$ cat src/rtl/clk_edge_sync.sv
// clk_edge_sync: turns a slow clock into inputClk-domain tick strobes and measures its period.
// Define CLK_EDGE_SYNC_FALL_EN to build the falling-edge tickFall strobe.
module clk_edge_sync #(
    parameter int SYNC_STAGES = 2,
    parameter int CNT_W       = 24,
    parameter int LOCK_COUNT  = 4
) (
    input  logic             inputClk,
    input  logic             reset,
    input  logic             slowClk,
    output logic             tick,
    output logic             tickFall,
    output logic [CNT_W-1:0] period,
    output logic             periodValid,
    output logic             locked,
    output logic             overflow
);

    localparam logic [CNT_W-1:0] CNT_MAX  = '1;
    localparam logic [CNT_W-1:0] CNT_ONE  = CNT_W'(1);
    localparam logic [3:0]       LOCK_MAX = 4'(LOCK_COUNT);

    logic [SYNC_STAGES-1:0] sync_q;
    logic                   dly_q;
    logic                   rise;
    logic                   tick_q;

    always_ff @(posedge inputClk or posedge reset) begin
        if (reset) begin
            sync_q <= '0;
            dly_q  <= 1'b0;
            tick_q <= 1'b0;
        end else begin
            sync_q <= {sync_q[SYNC_STAGES-2:0], slowClk};
            dly_q  <= sync_q[SYNC_STAGES-1];
            tick_q <= rise;
        end
    end

    assign rise = sync_q[SYNC_STAGES-1] & ~dly_q;
    assign tick = tick_q;

`ifdef CLK_EDGE_SYNC_FALL_EN
    logic fall;
    logic tick_fall_q;

    assign fall = ~sync_q[SYNC_STAGES-1] & dly_q;

    always_ff @(posedge inputClk or posedge reset) begin
        if (reset) begin
            tick_fall_q <= 1'b0;
        end else begin
            tick_fall_q <= fall;
        end
    end

    assign tickFall = tick_fall_q;
`else
    assign tickFall = 1'b0;
`endif

    logic [CNT_W-1:0] cnt_q, cnt_d;
    logic [CNT_W-1:0] period_q, period_d;
    logic [3:0]       match_q, match_d;
    logic             armed_q, armed_d;
    logic             valid_q, valid_d;
    logic             locked_q, locked_d;
    logic             ovf_q, ovf_d;
    logic             sat;
    logic             capture;

    assign sat     = (cnt_q == CNT_MAX);
    assign capture = rise & armed_q & ~sat;

    always_comb begin
        cnt_d    = cnt_q;
        armed_d  = armed_q;
        period_d = period_q;
        valid_d  = valid_q;
        match_d  = match_q;
        ovf_d    = ovf_q;

        if (rise) begin
            cnt_d = CNT_ONE;
        end else if (!sat) begin
            cnt_d = cnt_q + CNT_ONE;
        end

        // A saturated count is not a period; the next edge only re-arms.
        if (rise) begin
            armed_d = 1'b1;
        end else if (sat) begin
            armed_d = 1'b0;
        end

        if (sat) begin
            ovf_d   = 1'b1;
            valid_d = 1'b0;
            match_d = 4'd0;
        end else if (capture) begin
            period_d = cnt_q;
            valid_d  = 1'b1;
            if (cnt_q == period_q) begin
                if (match_q != LOCK_MAX) begin
                    match_d = match_q + 4'd1;
                end
            end else begin
                match_d = 4'd0;
            end
        end

        locked_d = (match_d == LOCK_MAX);
    end

    always_ff @(posedge inputClk or posedge reset) begin
        if (reset) begin
            cnt_q    <= '0;
            armed_q  <= 1'b0;
            period_q <= '0;
            valid_q  <= 1'b0;
            match_q  <= 4'd0;
            locked_q <= 1'b0;
            ovf_q    <= 1'b0;
        end else begin
            cnt_q    <= cnt_d;
            armed_q  <= armed_d;
            period_q <= period_d;
            valid_q  <= valid_d;
            match_q  <= match_d;
            locked_q <= locked_d;
            ovf_q    <= ovf_d;
        end
    end

    assign period      = period_q;
    assign periodValid = valid_q;
    assign locked      = locked_q;
    assign overflow    = ovf_q;

endmodule

$ cat config.mk
export PLATFORM = sky130hd
export DESIGN_NAME = clk_edge_sync
export DESIGN_NICKNAME = d
export VERILOG_FILES = /design/src/rtl/clk_edge_sync.sv
export SDC_FILE = /design/constraint.sdc
export NUM_CORES = 1
export LEC_CHECK = 0
export BUFFER_PORTS_ARGS = -buffer_cell sky130_fd_sc_hd__buf_2
export CAP_MARGIN = 20
export CORE_MARGIN = 2
export CORE_UTILIZATION = 39
export DETAILED_ROUTE_END_ITERATION = 8
export GPL_ROUTABILITY_DRIVEN = 0
export MAX_ROUTING_LAYER = met4
export PLACE_DENSITY = 0.54
export SYNTH_ARGS = -nofsm -noshare
export SYNTH_HDL_FRONTEND = slang
export SYNTH_SLANG_ARGS = --single-unit
$ cat constraint.sdc
create_clock -name inputClk -period 2.7 [get_ports inputClk]
set_input_delay 0.405 -clock inputClk [delete_from_list [all_inputs] [get_ports inputClk]]
set_output_delay 0.405 -clock inputClk [all_outputs]
set_load 0.01 [all_outputs]
==> metrics.md, run 1 <==
| Metric | Value |
|---|---|
| Status | `finished, final reports clean` |
| Synth async-reset ratio | `100%` |
| Number of I/O pins | `32` |
| Vias in the first global route | `2167` |
| Slowest cell on the critical path | `or4bb_1` |
| TritonRoute pass-1 iters | `5` |
| Total CTS buffers | `9` |
| Top_reg_cell synth | `dfrtp_1` |
| Crit path DAT | `2.47 ns` |
| Clock Skew | `0.00817 ns` |
| Final Hold Viols | `0` |
| Maximum vdd drop | `0.239 mV` |
| Number of synthesized register bits | `60` |
| Total grt overflow | `0` |
| Most common cell after layout, fill and taps aside | `dfrtp_1` |
| Leakage | `1.62 nW` |
| CP peak stage delay | `0.50 ns` |
| Hold Crit Class | `input pin to async pin` |
| Critical path class | `flop to flop` |
| CP endpoint kind | `flop` |
| Chip width | `94.1 um` |
| Post-Layout Cell Count | `427` |
| Syn Nets | `293` |
| DP Worst Slack | `0.511 ns` |
| Maxcap violations | `0` |
| CTS Buffer Depth | `2` |
| PwrDens | `617 nW/um^2` |
| Required time worst endpoint | `2.93 ns` |
| Final instance area | `3620 sq um` |
| Flop2flop setup slack | `0.47 ns` |
| Mapped Cells | `287` |
| CP Max Fanout | `9` |
| RSZ-0062 raised after global routing | `no` |
| Number of flops mapped to enable cells by yosys | `0` |
| Cts repair resizes | `0` |
| Post-Route WL | `6640 um` |
| Drc violations | `0` |
| Yosys warnings | `0` |
| Inserted Diodes | `0` |
| Fin nets | `327` |
| Placement row count | `32` |
| Area delta synth->final | `14.5%` |
| Most frequent cells in the layout | `dfrtp_1, xnor2_1, buf_2, nor2_1, mux2_4` |
| H-Tree Depth | `3` |
| Post-synthesis average cell area | `11.0 sq um` |
| Share of layout cells above drive strength 1 | `25.2%` |
| Synth cell types | `42` |
| Cells along the critical path | `inv_1 > ha_1 > or4bb_1 > o22ai_1 > a2bb2oi_1 > o311a_1 > nor4_1` |
| WL per Instance | `15.6 um` |
| Worst Hold Slack | `0.158 ns` |
| Largest net degree at the start of global routing | `33` |
| Critical R2R Launch | `match_q[0]` |
| TritonCTS clock tree | `yes` |
| Detailed placer's ending HPWL | `4680 um` |
| Setup tns final | `0 ns` |
| Setup WS post-layout | `0.469 ns` |
| Die ar. | `8860 sq um` |
| Worst-Margin Slew | `0.641 ns` |
| CTS Hold Bufs | `0` |
| Crit path launch type | `flop` |
| GRT Overall Usage | `17.0%` |
| Final setup violation count | `0` |
| Port buffer count | `30` |
| Post-DP Area | `3440 sq um` |
| DP Cell Count | `412` |
| FF-to-FF End | `locked` |
| Sequential cell area fraction in the yosys report | `47.4%` |
| Vias per cell | `5.33` |
| Die Y | `94.1 um` |
| Fmax | `448 MHz` |
| Via count | `2276` |
| Final period utilization | `82.6%` |
| Antenna violations before repair | `0` |
| Final worst path period need | `2.23 ns` |
| Clock transition at path regs | `0.07 ns` |
| First-pass GRT wire length | `11000 um` |
| 1st-iter DRT viols | `100` |
| Post-CTS setup buffer count | `0` |
| CTS sink count | `60` |
| ANT nets after route | `0` |
| Root buffer cell | `clkbuf_8` |
| Starting Density | `40.6%` |
| Worst-Skew Late Latency | `0.33 ns` |
| Worst R2R Path Depth | `7` |
| Core area | `7810 sq um` |
| Max-Slew Margin vs Limit | `57.2%` |
| Syn Std Cell Area | `3170 sq um` |
| # fillers | `773` |
| Slew Viols, Final | `0` |
## critical path: cells and delay by family, from the launching register on
family	cells	cell delay (ns)
AO/OA/AOI/OAI	3	0.55
adder cells (fa/ha/maj)	1	0.32
buffers and inverters	1	0.08
flip-flops	1	0.47
AND/OR/NAND/NOR	2	0.72
## registers in the layout, indices dropped and copies added (netlist names)
name,cells
periodValid,1
tick,1
cnt_q,24
overflow,1
period,24
armed_q,1
locked,1
sync_q,2
dly_q,1
match_q,4
## stage by stage
stage               util [%]  power, mW
floorplan                  -       1.35
global placement        44.0       1.50
detailed placement      44.0       1.50
CTS                     46.4       2.26
global route            46.4       2.36
finish                  46.4       2.24
## metal layers
layer / wire, um / GRT usage [%] / vias to the layer above
met3: 288 / 4.82 / 9
met4: 82 / 5.68 / 0
li1: - / - / 1080
met5: 0 / - / -
met1: 3280 / 23.2 / 1136
met2: 2990 / 24.5 / 51
## report_power, final
| group | total, mW | switching (mW) | internal, mW |
|---|---|---|---|
| clock | 0.759 | 0.331 | 0.428 |
| sequential | 1.06 | 0.0972 | 0.962 |
| combinational | 0.419 | 0.218 | 0.201 |
## kinds of logic (layout without fill, tap and decap cells)
logic type	Yosys count	after routing	share of synthesized area [%]
compound gates	31	31	6.52
other cells	1	1	0.118
simple gates	97	97	16.9
xor+xnor	46	46	12.7
flops	60	60	47.4
mux	25	25	11.3
fa+ha+maj	3	3	1.19
buf+inv	24	62	3.83
## worst max-delay path by stage
| stage | start | to | slack [ns] | cells after the start |
|---|---|---|---|---|
| final | match_q[0] | locked | 0.47 | 7 |
| after global routing | match_q[0] | locked | 0.30 | 7 |
| after CTS | match_q[0] | locked | 0.49 | 7 |
| after detailed placement | match_q[0] | locked | 0.51 | 7 |
| after global placement | match_q[0] | locked | 0.53 | 7 |
| after floorplan | cnt_q[0] | period[0] | 0.70 | 8 |
## cell type report
cell class	instances	area [sq um]	area share [%]
Inverter	7	26.3	0.725
Multi-Input combinational cell	203	1540	42.6
Clock buffer	14	183	5.04
Clock inverter	1	5.00	0.138
Timing Repair Buffer	40	238	6.56
Sequential cell	60	1500	41.4
Tap cell	102	128	3.52
## Yosys cell counts, types with 2 or more instances
library cell | number | share of area, %
nor2_1 | 25 | 3.0
nor4_1 | 7 | 1.4
nand4_1 | 15 | 3.0
nor4_2 | 2 | 0.79
mux2_4 | 20 | 9.5
clkbuf_1 | 6 | 0.71
mux2_1 | 4 | 1.4
nand2_1 | 17 | 2.0
and2_1 | 3 | 0.59
nand2b_1 | 3 | 0.59
o211ai_1 | 2 | 0.47
nand4_2 | 2 | 0.79
buf_4 | 2 | 0.47
a31oi_1 | 3 | 0.59
and4_1 | 4 | 1.1
inv_1 | 6 | 0.71
xnor2_1 | 46 | 13
a21oi_1 | 12 | 1.9
a211oi_1 | 4 | 0.95
nand3_1 | 7 | 1.1
dfrtp_1 | 60 | 47
nor3_1 | 4 | 0.63
buf_2 | 7 | 1.1
ha_1 | 3 | 1.2
a2111oi_0 | 5 | 1.4
buf_6 | 2 | 0.71
No activity file was read; power rests on OpenSTA's default activity.
==> run 2: changes to the inputs <==
Clock period 2.7 ns to 2.1 ns, I/O delays scaled along.
==> run 2 against run 1 <==
The flow now finishes with violations (hold timing); via count rose by 1.7%; sequential power grew 25%; final cell count is 4.0% higher; register-to-register slack worse by 0.34 ns; setup slack worse by 0.34 ns; critical path depth unchanged; combinational power is 56% higher; die area did not move; first-iteration DRC count fell by 3.0%; sequential cell count stayed put; critical path type unchanged; critical endpoint unchanged.
==> metrics.md, run 2 (synthesis results as in run 1) <==
| Metric | Value |
|---|---|
| H-Tree Depth | `3` |
| Total CTS buffers | `9` |
| ANT nets after route | `0` |
| Crit path launch type | `flop` |
| Required time worst endpoint | `2.34 ns` |
| GRT Overall Usage | `18.3%` |
| Maxcap violations | `0` |
| Chip width | `94.1 um` |
| Crit path DAT | `2.22 ns` |
| Clock transition at path regs | `0.07 ns` |
| Most frequent cells in the layout | `dfrtp_1, xnor2_1, buf_2, buf_4, nor2_1` |
| Total grt overflow | `0` |
| Switching share of power | `29.9%` |
| TritonCTS clock tree | `yes` |
| Slew Viols, Final | `0` |
| Clock Skew | `0.00959 ns` |
| Via count | `2315` |
| Number of I/O pins | `32` |
| Fin nets | `345` |
| Share of layout cells above drive strength 1 | `30.7%` |
| CP endpoint kind | `flop` |
| Final setup violation count | `0` |
| Flop pwr share | `45.4%` |
| Flop2flop setup slack | `0.13 ns` |
| CTS Buffer Depth | `2` |
| DP Cell Count | `429` |
| Most common cell after layout, fill and taps aside | `dfrtp_1` |
| Leakage | `1.72 nW` |
| Final Hold Viols | `13` |
| 1st-iter DRT viols | `97` |
| Vias per cell | `5.21` |
| WL per Instance | `16.1 um` |
| Area delta synth->final | `19.5%` |
| Fmax | `506 MHz` |
| Worst-Margin Slew | `0.615 ns` |
| Crit path from | `match_q[0]` |
| Failing checks | `hold timing` |
| RSZ-0062 raised after global routing | `yes` |
| Largest net degree at the start of global routing | `40` |
| Core area | `7810 sq um` |
| Post-Route WL | `7160 um` |
| Max-Slew Margin vs Limit | `57.9%` |
| Hold Crit Class | `input pin to async pin` |
| Vias in the first global route | `2288` |
| Worst-Skew Late Latency | `0.34 ns` |
| Final period utilization | `94.0%` |
| Critical path class | `flop to flop` |
| First-pass GRT wire length | `11900 um` |
| Post-Layout Cell Count | `444` |
| Detailed placer's ending HPWL | `5010 um` |
| CTS sink count | `60` |
| Setup tns final | `0 ns` |
| Int Power | `2.06 mW` |
| Worst Hold Slack | `-0.0116 ns` |
| PwrDens | `775 nW/um^2` |
| Starting Density | `40.6%` |
| Clock power frac | `32.3%` |
| Antenna violations before repair | `0` |
| Port buffer count | `30` |
| Die ar. | `8860 sq um` |
| Final worst path period need | `1.97 ns` |
| Maximum vdd drop | `0.376 mV` |
| CP Max Fanout | `3` |
| Gate power share | `22.3%` |
| # fillers | `753` |
| Critical R2R Launch | `match_q[0]` |
| TritonRoute pass-1 iters | `4` |
| Switching power | `0.876 mW` |
| Root buffer cell | `clkbuf_8` |
| Placement row count | `32` |
| Inserted Diodes | `0` |
| Drc violations | `0` |
| Die Y | `94.1 um` |
| Status | `complete, but fails checks` |
==> run 2: worst paths after layout <==
kind,end,cells after the start
max,locked,7
min reg2reg,sync_q[1],0
min in group inputClk,sync_q[0],1
max reg2reg,locked,7
max in group asynchronous,period[1],3
min,period[16],2
==> run 2: worst max-delay path, cell delays in order (launching register included) <==
cell,delay (ns)
dfrtp_1,0.39
inv_2,0.07
ha_4,0.20
or4bb_1,0.51
o22ai_2,0.10
a2bb2oi_1,0.08
o311a_1,0.30
nor4_2,0.24
==> run 2: timing repair <==
item | in CTS | in global routing
buffers inserted | 0 | 1
gates resized for setup | 0 | 5
endpoints found under the setup margin | 0 | 1
hold buffers | 0 | 0
==> run 2: metrics by stage <==
stage | utilization [%] | power [mW] | area (sq um) | hold WS (ns) | worst slack [ns]
2_1_floorplan | - | 1.73 | 3170 | 0.331 | 0.101
3_3_place_gp | 45.8 | 1.97 | 3580 | 0.335 | 0.148
3_5_place_dp | 45.8 | 1.97 | 3580 | 0.346 | 0.109
4_1_cts | 48.1 | 2.93 | 3750 | 0.00370 | 0.0927
5_1_grt | 48.5 | 3.09 | 3780 | 0.0230 | -0.0127
6_report | 48.5 | 2.93 | 3780 | -0.0116 | 0.125
==> run 2: cell type report <==
| type | instances | area, sq um | share of cell area (%) |
|---|---|---|---|
| multi-input combinational | 203 | 1570 | 41.5 |
| inverter | 7 | 26.3 | 0.694 |
| clock inverter | 2 | 10.0 | 0.264 |
| timing repair buffer | 58 | 385 | 10.2 |
| tap | 102 | 128 | 3.37 |
| clock buffer | 12 | 165 | 4.36 |
| sequential | 60 | 1500 | 39.7 |
==> run 2: power groups by stage <==
stage               registers, mW  logic [mW]  clock network (mW)
CTS                          1.33       0.629               0.974
global route                 1.34       0.707                1.04
detailed placement           1.35       0.624                   0
global placement             1.35       0.620                   0
finish                       1.33       0.654               0.948
floorplan                    1.35       0.378                   0
==> run 2: routing by layer <==
| layer | vias up | GRT usage (%) | part of all wire, % |
|---|---|---|---|
| li1 | 1121 | - | - |
| met2 | 62 | 25.9 | 44 |
| met3 | 10 | 3.45 | 4.1 |
| met5 | - | - | 0 |
| met1 | 1122 | 26.1 | 50 |
| met4 | 0 | 6.88 | 1.6 |
==> run 3: changes to the inputs <==
Settings changed: BUFFER_PORTS_ARGS -buffer_cell sky130_fd_sc_hd__buf_2 to -buffer_cell sky130_fd_sc_hd__clkbuf_2.
Clock period 2.1 ns to 2.55 ns, I/O delays scaled along.
==> run 3 against run 2 <==
Die area is the same; worst hold slack gained 0.094 ns; the run now ends clean; clock skew grew 0.0046 ns; critical endpoint unchanged.
==> metrics.md, run 3 (synthesis results as in run 1) <==
| Metric | Value |
|---|---|
| Final Hold Viols | `0` |
| Inserted Diodes | `0` |
| Final instance area | `3680 sq um` |
| Slew Viols, Final | `0` |
| Port buffer count | `30` |
| RSZ-0062 raised after global routing | `no` |
| Cts repair resizes | `0` |
| CTS Buffer Depth | `2` |
| Fin nets | `328` |
| Worst-Skew Late Latency | `0.34 ns` |
| Maxcap violations | `0` |
| Clock power frac | `39.1%` |
| Critical path class | `flop to flop` |
| Post-DP Area | `3440 sq um` |
| Final worst path period need | `2.20 ns` |
| CP Max Fanout | `9` |
| Total CTS buffers | `9` |
| H-Tree Depth | `3` |
| ANT nets after route | `0` |
| Fmax | `455 MHz` |
| GRT Overall Usage | `17.3%` |
| Post-CTS setup buffer count | `0` |
| Leakage | `1.62 nW` |
| Core area | `7810 sq um` |
| TritonCTS clock tree | `yes` |
| Most common cell after layout, fill and taps aside | `dfrtp_1` |
| 1st-iter DRT viols | `118` |
| Starting Density | `40.6%` |
| Share of layout cells above drive strength 1 | `25.7%` |
| Detailed placer's ending HPWL | `4730 um` |
| CTS sink count | `60` |
| FF-to-FF End | `locked` |
| Largest net degree at the start of global routing | `35` |
| Flop pwr share | `43.7%` |
| Flop2flop setup slack | `0.35 ns` |
| Maximum vdd drop | `0.340 mV` |
| Total grt overflow | `0` |
| Multi-input gate area | `1540 sq um` |
| Antenna violations before repair | `0` |
| PwrDens | `698 nW/um^2` |
| Final period utilization | `86.2%` |
| TritonRoute pass-1 iters | `4` |
| # fillers | `732` |
| Int Power | `1.86 mW` |
| Die Y | `94.1 um` |
| Switching share of power | `27.5%` |
| Chip width | `94.1 um` |
| Worst-Margin Slew | `0.570 ns` |
| CP endpoint kind | `flop` |
| Via count | `2223` |
| Switching power | `0.706 mW` |
| Register Area | `1500 sq um` |
| Post-Route WL | `6730 um` |
| Crit path launch type | `flop` |
| First-pass GRT wire length | `11300 um` |
| Crit path DAT | `2.43 ns` |
| Gate power share | `17.2%` |
| Most frequent cells in the layout | `dfrtp_1, xnor2_1, clkbuf_2, nor2_1, mux2_4` |
| Vias in the first global route | `2141` |
| Area delta synth->final | `16.2%` |
| Vias per cell | `5.18` |
| Final setup violation count | `0` |
| Max-Slew Margin vs Limit | `61.0%` |
| Setup tns final | `0 ns` |
| Die ar. | `8860 sq um` |
| Status | `finished, final reports clean` |
| Worst R2R Path Depth | `7` |
| CTS Hold Bufs | `0` |
| Critical R2R Launch | `match_q[0]` |
| Drc violations | `0` |
| Required time worst endpoint | `2.78 ns` |
| Placement row count | `32` |
| Clock transition at path regs | `0.07 ns` |
| Clock Skew | `0.0142 ns` |
| Hold Crit Class | `input pin to async pin` |
| Root buffer cell | `clkbuf_8` |
| Number of I/O pins | `32` |
| WL per Instance | `15.7 um` |
==> run 3: changes by cell type in the layout (fill, tap and decap cells not counted), moves of 2 or more <==
cell and change:
bufinv_16 +2, buf_4 -16, clkbuf_2 +30, buf_2 -30, inv_1 +2, inv_2 -2, clkinv_2 -2
==> run 3: worst max-delay path, cell delays in order, from the launching register on <==
cell and delay, ns:
dfrtp_1 0.48, inv_1 0.07, ha_1 0.32, or4bb_1 0.49, o22ai_1 0.12, a2bb2oi_1 0.08, o311a_1 0.29, nor4_1 0.24
==> run 3: how the worst max path moves through the flow <==
| stage | end | cells after the start | startpoint | slack (ns) |
|---|---|---|---|---|
| after floorplan | period[0] | 8 | cnt_q[0] | 0.55 |
| after global routing | locked | 7 | match_q[0] | 0.16 |
| after global placement | locked | 7 | match_q[0] | 0.35 |
| after detailed placement | locked | 7 | match_q[0] | 0.35 |
| after CTS | locked | 7 | match_q[0] | 0.33 |
| final | locked | 7 | match_q[0] | 0.35 |
==> run 3: routing by layer <==
layer	vias to the layer above	global-route usage, %	share of wire (%)
li1	1090	-	-
met1	1071	24.1	51
met2	54	25.1	45
met3	8	3.21	3.0
met4	0	6.88	1.6
met5	-	-	0
==> run 3: cell type report <==
| cell class | count | share of cell area, % |
|---|---|---|
| Multi-Input combinational cell | 203 | 41.9 |
| Sequential cell | 60 | 40.8 |
| Timing Repair Buffer | 41 | 6.66 |
| Clock buffer | 13 | 4.59 |
| Tap cell | 102 | 3.47 |
| Clock inverter | 3 | 1.84 |
| Inverter | 7 | 0.714 |
==> run 3: stage by stage <==
| step | hold slack (ns) | power, mW | util, % | std cells | setup slack (ns) |
|---|---|---|---|---|---|
| after floorplan | 0.331 | 1.43 | - | 287 | 0.551 |
| after global placement | 0.336 | 1.59 | 44.1 | 413 | 0.350 |
| after detailed placement | 0.335 | 1.58 | 44.1 | 413 | 0.355 |
| after CTS | 0.0943 | 2.59 | 47.1 | 429 | 0.326 |
| after global routing | 0.130 | 2.70 | 47.1 | 429 | 0.157 |
| final | 0.0829 | 2.57 | 47.1 | 429 | 0.351 |
==> run 3: power groups by stage <==
stage                     clock network [mW]  registers, mW  logic, mW
final                                   1.00           1.12      0.442
after global routing                    1.07           1.14      0.493
after CTS                               1.03           1.12      0.444
after detailed placement                   0           1.14      0.442
after global placement                     0           1.14      0.450
after floorplan                            0           1.11      0.312
